### src/rtl/alu_btn_sequencer.sv
// alu_btn_sequencer
//   Operand/opcode sequencer for the board-level ALU demo. It debounces three
//   raw push-buttons and then walks through loading operand A, operand B and
//   the opcode from the slide switches. It drives the external ALU's inputs
//   and registers the ALU result onto the LEDs together with a valid flag.
//
// Ports
//   i_clk         single rising-edge clock
//   i_reset       synchronous, active-high reset
//   i_sw          slide switches, sampled directly when a press is acted on
//   i_btn         raw buttons: [0] load A, [1] load B, [2] load opcode
//   i_alu_result  combinational result from the external ALU
//   o_alu_data_A  registered operand A
//   o_alu_data_B  registered operand B
//   o_alu_op      registered opcode
//   o_led         registered result (low bits, zero-extended if narrower)
//   o_valid       o_led holds the result for the current A/B/op
//   o_state       current FSM state encoding
module alu_btn_sequencer #(
    parameter int NB_SW           = 8,
    parameter int NB_DATA         = 8,
    parameter int NB_OP           = 6,
    parameter int NB_LEDS         = 8,
    parameter int DEBOUNCE_CYCLES = 4
) (
    input  logic               i_clk,
    input  logic               i_reset,
    input  logic [NB_SW-1:0]   i_sw,
    input  logic [2:0]         i_btn,
    input  logic [NB_DATA-1:0] i_alu_result,
    output logic [NB_DATA-1:0] o_alu_data_A,
    output logic [NB_DATA-1:0] o_alu_data_B,
    output logic [NB_OP-1:0]   o_alu_op,
    output logic [NB_LEDS-1:0] o_led,
    output logic               o_valid,
    output logic [2:0]         o_state
);

    // Counter only has to hold 0..DEBOUNCE_CYCLES-1: the level toggles on the
    // sample that would have made it reach DEBOUNCE_CYCLES.
    localparam int CNT_W = (DEBOUNCE_CYCLES < 2) ? 1 : $clog2(DEBOUNCE_CYCLES);
    localparam logic [CNT_W-1:0] CNT_LAST = CNT_W'(DEBOUNCE_CYCLES - 1);
    localparam int NB_EXT = (NB_LEDS > NB_DATA) ? NB_LEDS : NB_DATA;

    typedef enum logic [2:0] {
        LOAD_A  = 3'd0,
        LOAD_B  = 3'd1,
        LOAD_OP = 3'd2,
        EXEC    = 3'd3,
        SHOW    = 3'd4
    } state_t;

    logic [2:0]       sync_1;
    logic [2:0]       sync_2;
    logic [2:0]       level;
    logic [2:0]       level_q;
    logic [2:0]       press;
    logic [CNT_W-1:0] cnt [3];

    state_t state;
    state_t state_next;
    logic   load_a;
    logic   load_b;
    logic   load_op;
    logic   capture;
    logic   clear_valid;

    logic [NB_EXT-1:0] result_ext;

    // Button front end: 2-FF synchroniser, debounce counter, registered
    // rising-edge pulse on the debounced level.
    always_ff @(posedge i_clk) begin
        if (i_reset) begin
            sync_1  <= '0;
            sync_2  <= '0;
            level   <= '0;
            level_q <= '0;
            press   <= '0;
            for (int unsigned i = 0; i < 3; i++) begin
                cnt[i] <= '0;
            end
        end else begin
            sync_1  <= i_btn;
            sync_2  <= sync_1;
            level_q <= level;
            press   <= level & ~level_q;
            for (int unsigned i = 0; i < 3; i++) begin
                if (sync_2[i] == level[i]) begin
                    cnt[i] <= '0;
                end else if (cnt[i] == CNT_LAST) begin
                    level[i] <= ~level[i];
                    cnt[i]   <= '0;
                end else begin
                    cnt[i] <= cnt[i] + 1'b1;
                end
            end
        end
    end

    always_ff @(posedge i_clk) begin
        if (i_reset) begin
            state <= LOAD_A;
        end else begin
            state <= state_next;
        end
    end

    // Priority press[0] > press[1] > press[2]; only the highest legal press acts.
    always_comb begin
        state_next  = state;
        load_a      = 1'b0;
        load_b      = 1'b0;
        load_op     = 1'b0;
        capture     = 1'b0;
        clear_valid = 1'b0;
        case (state)
            LOAD_A: begin
                if (press[0]) begin
                    load_a     = 1'b1;
                    state_next = LOAD_B;
                end
            end
            LOAD_B: begin
                if (press[1]) begin
                    load_b     = 1'b1;
                    state_next = LOAD_OP;
                end
            end
            LOAD_OP: begin
                if (press[2]) begin
                    load_op    = 1'b1;
                    state_next = EXEC;
                end
            end
            EXEC: begin
                capture    = 1'b1;
                state_next = SHOW;
            end
            SHOW: begin
                if (press[0]) begin
                    load_a      = 1'b1;
                    clear_valid = 1'b1;
                    state_next  = LOAD_B;
                end else if (press[1]) begin
                    load_b      = 1'b1;
                    clear_valid = 1'b1;
                    state_next  = EXEC;
                end else if (press[2]) begin
                    load_op     = 1'b1;
                    clear_valid = 1'b1;
                    state_next  = EXEC;
                end
            end
            default: begin
                clear_valid = 1'b1;
                state_next  = LOAD_A;
            end
        endcase
    end

    assign result_ext = NB_EXT'(i_alu_result);

    always_ff @(posedge i_clk) begin
        if (i_reset) begin
            o_alu_data_A <= '0;
            o_alu_data_B <= '0;
            o_alu_op     <= '0;
            o_led        <= '0;
            o_valid      <= 1'b0;
        end else begin
            if (load_a) begin
                o_alu_data_A <= i_sw[NB_DATA-1:0];
            end
            if (load_b) begin
                o_alu_data_B <= i_sw[NB_DATA-1:0];
            end
            if (load_op) begin
                o_alu_op <= i_sw[NB_OP-1:0];
            end
            if (capture) begin
                o_led   <= result_ext[NB_LEDS-1:0];
                o_valid <= 1'b1;
            end else if (clear_valid) begin
                o_valid <= 1'b0;
            end
        end
    end

    assign o_state = state;

endmodule

### config.mk
export PLATFORM = sky130hd
export DESIGN_NAME = alu_btn_sequencer
export DESIGN_NICKNAME = d
export VERILOG_FILES = /design/src/rtl/alu_btn_sequencer.sv
export SDC_FILE = /design/constraint.sdc
export NUM_CORES = 1
export LEC_CHECK = 0
export BUFFER_PORTS_ARGS = -buffer_cell sky130_fd_sc_hd__buf_2
export CAP_MARGIN = 25
export CORE_MARGIN = 1.5
export CORE_UTILIZATION = 48
export CTS_CLUSTER_SIZE = 14
export DETAILED_ROUTE_END_ITERATION = 8
export PLACE_DENSITY = 0.81
export SYNTH_ARGS = -nofsm -noshare
export SYNTH_HDL_FRONTEND = slang
export SYNTH_SLANG_ARGS = --single-unit
export TNS_END_PERCENT = 1
### constraint.sdc
create_clock -name i_clk -period 1.4 [get_ports i_clk]
set_input_delay 0.21 -clock i_clk [delete_from_list [all_inputs] [get_ports i_clk]]
set_output_delay 0.21 -clock i_clk [all_outputs]
set_load 0.005 [all_outputs]
## Word level (Yosys, flattened, before mapping)

Memory sizes are Yosys's and may differ from the RTL's.
Cells that the tools add are included.
Widths: inputs -> output; s select.

- Flip-flop bits (word level): 49
- Memory bits (writable): 6
- Bits of input ports: 21
- Output and inout bits: 34
- Memories: 1

- Add/subtract/negate cells: 3
- Equal/unequal tests: 12
- Mux-type cells: 65
- Bitwise gates (word level): 17
- Reductions and logical operators: 8

Memories:

| memory | words | width | rd ports | clocked after Yosys merged registers in | wr ports | line | source |
|---|---|---|---|---|---|---|---|
| cnt | 3 | 2 | 3 | 0 | 3 | 58 | `logic [CNT_W-1:0] cnt [3];` |

Operator list:

| operator | count |
|---|---|
| $mux 1 | 47 |
| $mux 2 | 9 |
| $mux 3 | 5 |
| $pmux 3 s5 | 1 |
| $or 1x1->1 | 9 |
| $reduce_and 2->1 | 4 |
| $add 2x1->2 const B | 3 |
| $eq 2x2->1 const B | 3 |
| $eq 3x2->1 const B | 2 |
| $not 1->1 | 6 |
| $pmux 1 s2 | 3 |
| $ne 2x2->1 const B | 2 |
| $reduce_or 4->1 | 1 |
| $and 3x3->3 | 1 |
| $eq 1x1->1 | 3 |
| $eq 3x1->1 const B | 1 |
| $eq 3x3->1 const B | 1 |
| $logic_not 3->1 | 1 |
| $not 3->3 | 1 |
| $reduce_bool 2->1 | 1 |
| $reduce_or 2->1 | 1 |

## Longest topological paths before layout

Gate-level depths: netlist (run 1).

- Depth in word-level cells: 7
- Gate-level depth with buffers: 5
- Mapped depth without buffers: 3

## Worst setup path before layout (run 1)

No wires, ideal clock.

- Kind: register to register
- Start point: register press[0]
- End point: register o_alu_data_B[0]
- Setup time: 0.072 ns
- Arrival time: 1.285 ns
- Data required time: 1.328 ns
- Slack: 0.043 ns
- Cell stages (with the launch flop): 5
- Cell sequence: dfxtp_1 buf_6 or3b_4 a21oi_4 mux2i_1

- Cells in the longest elaborated chain, start to end: 2

RTL lines:

| item | line | source |
|---|---|---|
| from (decl) | 57 | `logic [2:0] press;` |
| from (signal assigned) | 86 | `press <= level & ~level_q;` |
| $mux 1 | 140 | `if (press[0]) begin` |
| $pmux 1 s2 | 116 | `case (state)` |
| to (signal assigned) | 175 | `o_alu_data_B <= i_sw[NB_DATA-1:0];` |
| to (decl) | 32 | `output logic [NB_DATA-1:0] o_alu_data_B,` |

No other way between the ends.
A chain may end at the register's enable or synchronous reset.

## Worst setup path after layout (run 1)

- Start point: register state[0] (netlist: o_state[0])
- End point: register o_alu_data_B[4]

- Cells in the longest elaborated chain, start to end: 2
- Elaborated cells between the ends (all ways): 3
- Classes of those cells: 2 x eq/ne; 1 x mux

RTL lines:

| item | line | source |
|---|---|---|
| from (decl) | 60 | `state_t state;` |
| from (signal assigned) | 104 | `state <= state_next;` |
| $eq 3x3->1 / $eq 3x1->1 (equally long branches) | 116 |  |
| $pmux 1 s2 * | 116 |  |

Mark *: on every way between the ends. The rest lies on a longest branch, timed or not.

==> out/results.txt, run 1 <==
Hpwl dp - 3370 um
ANT cells - 0
Core area - 4790 sq um
Synthesized cell area - 2430 sq um
Avg Inst Size Synth - 10.3 sq um
Setup-failing EPs final - 0
Switching power total - 598 uW
Post-synth EDFFs - 6
Drt via density - 4.99
Critical path arrival - 1.61 ns
Worst r2r src - o_state[0]
Cell area power density - 893 nW/um^2
Sequential cell area - 1160 sq um
Postcts setup bufs - 0
CTS Hold Bufs - 0
Top post-synthesis cells by area - dfxtp_1, mux2i_1, edfxtp_1
Post-route DRC - 0
Initial drt markers - 73
Port Buffers - 54
Fmax - 727 MHz
Peak VDD IR - 0.000542 V
P_int - 2040 uW
Synth area leader - dfxtp_1
Tmin final - 1.38 ns
CTS Sinks - 55
Multi-input gate area - 1170 sq um
Drt pass-1 iters - 4
Pins over their slew limit - 0
Gr usage total - 18.5%
Synth unique cells - 38
Initial antenna violation count - 0
Pin count of the biggest net entering global routing - 36
Post-CTS Resized - 2
Share of cells above drive strength 1 - 29.4%
Final wirelength - 4620 um
Final nets - 326
Sequential cell area fraction in the yosys report - 47.8%
Main synth FF type - dfxtp_1
Synthesis-to-finish area growth - 21.7%
Final Util - 61.8%
Num CTS Buffers - 5
Final non-filler cell total - 370
# placed instances - 362
Skew-Pair Late Insertion Delay - 0.31 ns
CP max stage delay - 0.42 ns
Yosys Warn Count - 0
Full die area - 5500 sq um
Status - finished clean
Setup TNS - 0 ns
RSZ-0062 raised after global routing - yes
Leading cell type in the layout, fill and taps excluded - buf_2
Worst setup EP type - flip-flop
Sw Share - 22.6%
Slowest CP cell - or3b_4
Die W - 74.1 um
Wire per inst - 12.5 um
GPL Wtd Cong - 0.819
Leakage dissipation - 0.00132 uW
Top-area cell type share of the netlist area - 40.4%
Row cnt - 25
Async S/R FF share, synth - 0%
IO Count - 55
Synthesized instance count - 236
#FFs+latches synth - 55
Clk buf depth - 2
Combinational share of power - 5.7%
CTS tree - built
Clock power frac - 32.6%
Register share of total power - 61.7%
Reg clk slew, reported paths - 0.10 ns
H-tree depth - 2
Vias in the first global route - 1794
CP startpoint - o_state[0]
Tcrit/Tclk final - 98.3%
WP data required - 1.63 ns
Hold Path Origin - i_btn[0]
Critical path, cell by cell - or3b_4, a21oi_4, buf_12, mux2i_1
Die Y - 74.1 um
Clock root buffer - clkbuf_8
Clock Skew - 0.00366 ns
Starting Density - 50.7%
CP Max Fanout - 8
Number of routed nets with antenna violations - 0
Setup CP Type - reg -> reg
Most frequent cells in the layout - buf_2, dfxtp_1, mux2i_1
Hold Crit Class - in -> reg
GR Overflow Total - 0
Hold Violations, Final - 0
Max_cap viols - 0
Worst setup SP type - flip-flop
FILL cells - 393
First-pass GRT wire length - 7940 um
Vias - 1846
path summary, 6_finish.rpt:
path,slack (ns),depth (start not counted),end
min,0.11,2,sync_1[0]
max,0.02,4,o_alu_data_B[4]
min reg2reg,0.39,1,press[2]
max reg2reg,0.02,4,o_alu_data_B[4]
critical path, delay by kind of cell (launching register included):
kind            cells  cell delay, ns
compound gates      1            0.18
buf+inv             1            0.15
flops               1            0.37
mux                 1            0.20
simple gates        1            0.42
metrics by stage:
stage | hold slack, ns | area [sq um] | total power, uW | setup slack [ns]
2_1_floorplan | 0.338 | 2450 | 1750 | 0.0430
3_3_place_gp | 0.372 | 2860 | 1810 | 0.0248
3_5_place_dp | 0.378 | 2860 | 1820 | -0.00315
4_1_cts | 0.105 | 2950 | 2680 | 0.0116
5_1_grt | 0.101 | 2960 | 2760 | -0.0208
6_report | 0.112 | 2960 | 2640 | 0.0236
logic make-up after synthesis:
logic type                 Yosys count  share of synthesized area, %
DFF                                 55                          47.8
adders and majority gates            3                          1.55
AOI/OAI and AO/OA                    9                          3.19
xor gates and xnor gates             3                          1.08
and+or+nand+nor                    109                          27.2
muxes                               34                          14.0
buffers and inverters               22                          5.00
other                                1                         0.154
sequential cells by signal (all words and copies together), names as in the netlist:
name,cells
cnt,6
level,3
level_q,3
o_alu_data_A,8
o_alu_data_B,8
o_alu_op,6
o_led,8
o_state,3
o_valid,1
press,3
sync_1,3
sync_2,3
power by group through the flow:
| stage | logic (uW) | registers, uW | clock network [uW] |
|---|---|---|---|
| finish | 151 | 1630 | 861 |
| detailed placement | 151 | 1670 | 0 |
| CTS | 151 | 1630 | 895 |
| global route | 169 | 1630 | 954 |
| floorplan | 87.9 | 1660 | 0 |
| global placement | 147 | 1660 | 0 |
cell usage after synthesis, types with 2 or more instances:
cell type,n
buf_6,3
inv_1,4
nor4bb_1,6
dfxtp_1,49
buf_4,3
clkbuf_1,8
nor2_1,29
nand3b_1,4
edfxtp_1,6
or2b_1,9
nor2b_1,20
nand4b_1,3
nand3_1,14
or3_1,3
nor4b_1,2
buf_2,3
mux2i_1,34
nand2b_1,11
xnor2_1,3
or2_2,2
ha_1,3
layer usage:
layer | vias to the layer above | part of all wire (%) | wire [um] | track usage, %
li1 | 934 | - | - | -
met1 | 861 | 45 | 2080 | 23.5
met4 | 0 | 1.3 | 60 | 6.17
met5 | - | 0 | 0 | 0
met2 | 44 | 49 | 2250 | 30.9
met3 | 7 | 4.8 | 223 | 4.47
area by class of cell:
type	instances	share of cell area, %
repair buffers	72	14.6
multi-input cells	164	39.7
flip-flops and latches	55	39.4
clock inverters	3	0.677
well taps	67	2.84
clock buffers	5	2.33
inverters	4	0.508
Power figures use the tool's default switching activity.
==> run 2, diff against run 1 <==
- MAX_ROUTING_LAYER: unset -> met4
==> out/results.txt, run 2 (same netlist as run 1, synthesis figures left out) <==
Status - finished clean
Fmax - 727 MHz (about the same)
Cells on worst reg2reg path - 4 (unchanged)
Initial drt markers - 74 (+1.4%)
Pins over their slew limit - 0 (unchanged)
Vias - 1843 (-0.16%)
Buf+Inv Stages, Crit Path - 1 (unchanged)
Final wirelength - 4610 um (-0.19%)
Full die area - 5500 sq um (unchanged)
Worst setup EP type - flip-flop
CP Max Fanout - 8 (unchanged)
Tmin final - 1.38 ns (-0.00118 ns)
H-tree depth - 2 (unchanged)
Max_cap viols - 0 (unchanged)
CP delay by family, top - simple AND/OR/NAND/NOR gates
Biggest registers after layout - o_alu_data_A x8, o_alu_data_B x8, o_led x8
Most frequent cells in the layout - buf_2, dfxtp_1, mux2i_1
Number of routed nets with antenna violations - 0 (unchanged)
Post-route DRC - 0 (unchanged)
Clock root buffer - clkbuf_8
Worst setup SP type - flip-flop
GR Overflow Total - 0 (unchanged)
Cell count along the critical path - 4 (unchanged)
ANT cells - 0 (unchanged)
Pin count of the biggest net entering global routing - 36 (unchanged)
Leakage dissipation - 0.00132 uW (unchanged)
Hold depth - 2 (unchanged)
Tcrit/Tclk final - 98.2% (about the same)
Peak VDD IR - 0.000543 V (+0.23%)
Hpwl dp - 3370 um (unchanged)
First-pass GRT wire length - 7940 um (unchanged)
CTS Hold Bufs - 0 (unchanged)
Setup CP Type - reg -> reg
CP max stage delay - 0.42 ns (about the same)
Core area - 4790 sq um (unchanged)
# placed instances - 362 (unchanged)
Final nets - 326 (unchanged)
Cell area power density - 893 nW/um^2 (about the same)
Wire per inst - 12.5 um (-0.19%)
RSZ-0062 raised after global routing - yes
GPL Wtd Cong - 0.831 (+1.5%)
Starting Density - 50.7% (unchanged)
CTS tree - built
Drt pass-1 iters - 4 (unchanged)
Gr usage total - 19.1% (+0.59 points)
Initial antenna violation count - 0 (unchanged)
Final Util - 61.8% (unchanged)
Postcts setup bufs - 0 (unchanged)
Hold Crit Class - in -> reg
Vias in the first global route - 1794 (unchanged)
Reg clk slew, reported paths - 0.10 ns (about the same)
Num CTS Buffers - 5 (unchanged)
Port Buffers - 54 (unchanged)
Drt via density - 4.98 (-0.16%)
Hold Violations, Final - 0 (unchanged)
Clk buf depth - 2 (unchanged)
Critical path arrival - 1.61 ns (about the same)
CTS Sinks - 55 (unchanged)
WP data required - 1.63 ns (about the same)
Final non-filler cell total - 370 (unchanged)
Die Y - 74.1 um (unchanged)
Synthesis-to-finish area growth - 21.7% (unchanged)
Row cnt - 25 (unchanged)
Skew-Pair Late Insertion Delay - 0.30 ns (about the same)
Share of cells above drive strength 1 - 29.4% (unchanged)
Clock Skew - 0.00283 ns (-0.000825 ns)
Critical path, cell by cell - or3b_4, a21oi_4, buf_12, mux2i_1
Setup-failing EPs final - 0 (unchanged)
IO Count - 55 (unchanged)
Leading cell type in the layout, fill and taps excluded - buf_2
Slowest CP cell - or3b_4
Die W - 74.1 um (unchanged)
[run 2: cell counts in the layout (fill, tap and decap cells not counted)]
Identical to the previous run, type by type.
[run 2: final cells by class]
type / count / area (sq um)
repair buffers: 72 / 430
multi-input cells: 164 / 1170
clock inverters: 3 / 20.0
flip-flops and latches: 55 / 1160
inverters: 4 / 15.0
fillers: 393 / 1830
clock buffers: 5 / 68.8
well taps: 67 / 83.8
[run 2: timing repair]
item	CTS	global route
gates cloned	0	0
setup endpoints to repair	1	16
endpoints found under the hold margin	0	0
resized for setup	2	3
[run 2: final timing paths]
check | from | end | slack [ns]
setup / recovery | o_state[0] | o_alu_data_B[4] | 0.02
hold / removal | i_btn[0] | sync_1[0] | 0.11
setup reg to reg | o_state[0] | o_alu_data_B[4] | 0.02
hold reg to reg | level_q[2] | press[2] | 0.39
[run 2: metal layers]
layer | wire length [um] | share of wire (%) | vias to the layer above | global-route usage (%)
met5 | 0 | 0 | - | -
met4 | 61 | 1.3 | 0 | 6.17
met3 | 236 | 5.1 | 7 | 4.20
met2 | 2240 | 49 | 48 | 30.9
met1 | 2080 | 45 | 855 | 23.7
li1 | - | - | 933 | -
[run 2: worst register-to-register path, delay by kind of cell (launching register included)]
kind	cells	cell delay, ns
mux	1	0.20
compound gates	1	0.18
simple gates	1	0.42
flops	1	0.37
buf+inv	1	0.15
[run 2: power by group]
group          internal (uW)  total (uW)  switching [uW]
clock network            349         861             512
registers               1620        1630            13.0
logic                   78.0         150            72.4
total                   2040        2640             597
[run 2: metrics by stage]
stage	cell area [sq um]	TNS (ns)	power (uW)	hold WS [ns]	setup WS, ns
floorplan	2450	0	1750	0.338	0.0430
global placement	2860	0	1810	0.372	0.0248
detailed placement	2860	-0.00315	1820	0.378	-0.00315
CTS	2950	0	2680	0.105	0.0116
global route	2960	-0.0772	2760	0.101	-0.0208
finish	2960	0	2640	0.113	0.0248
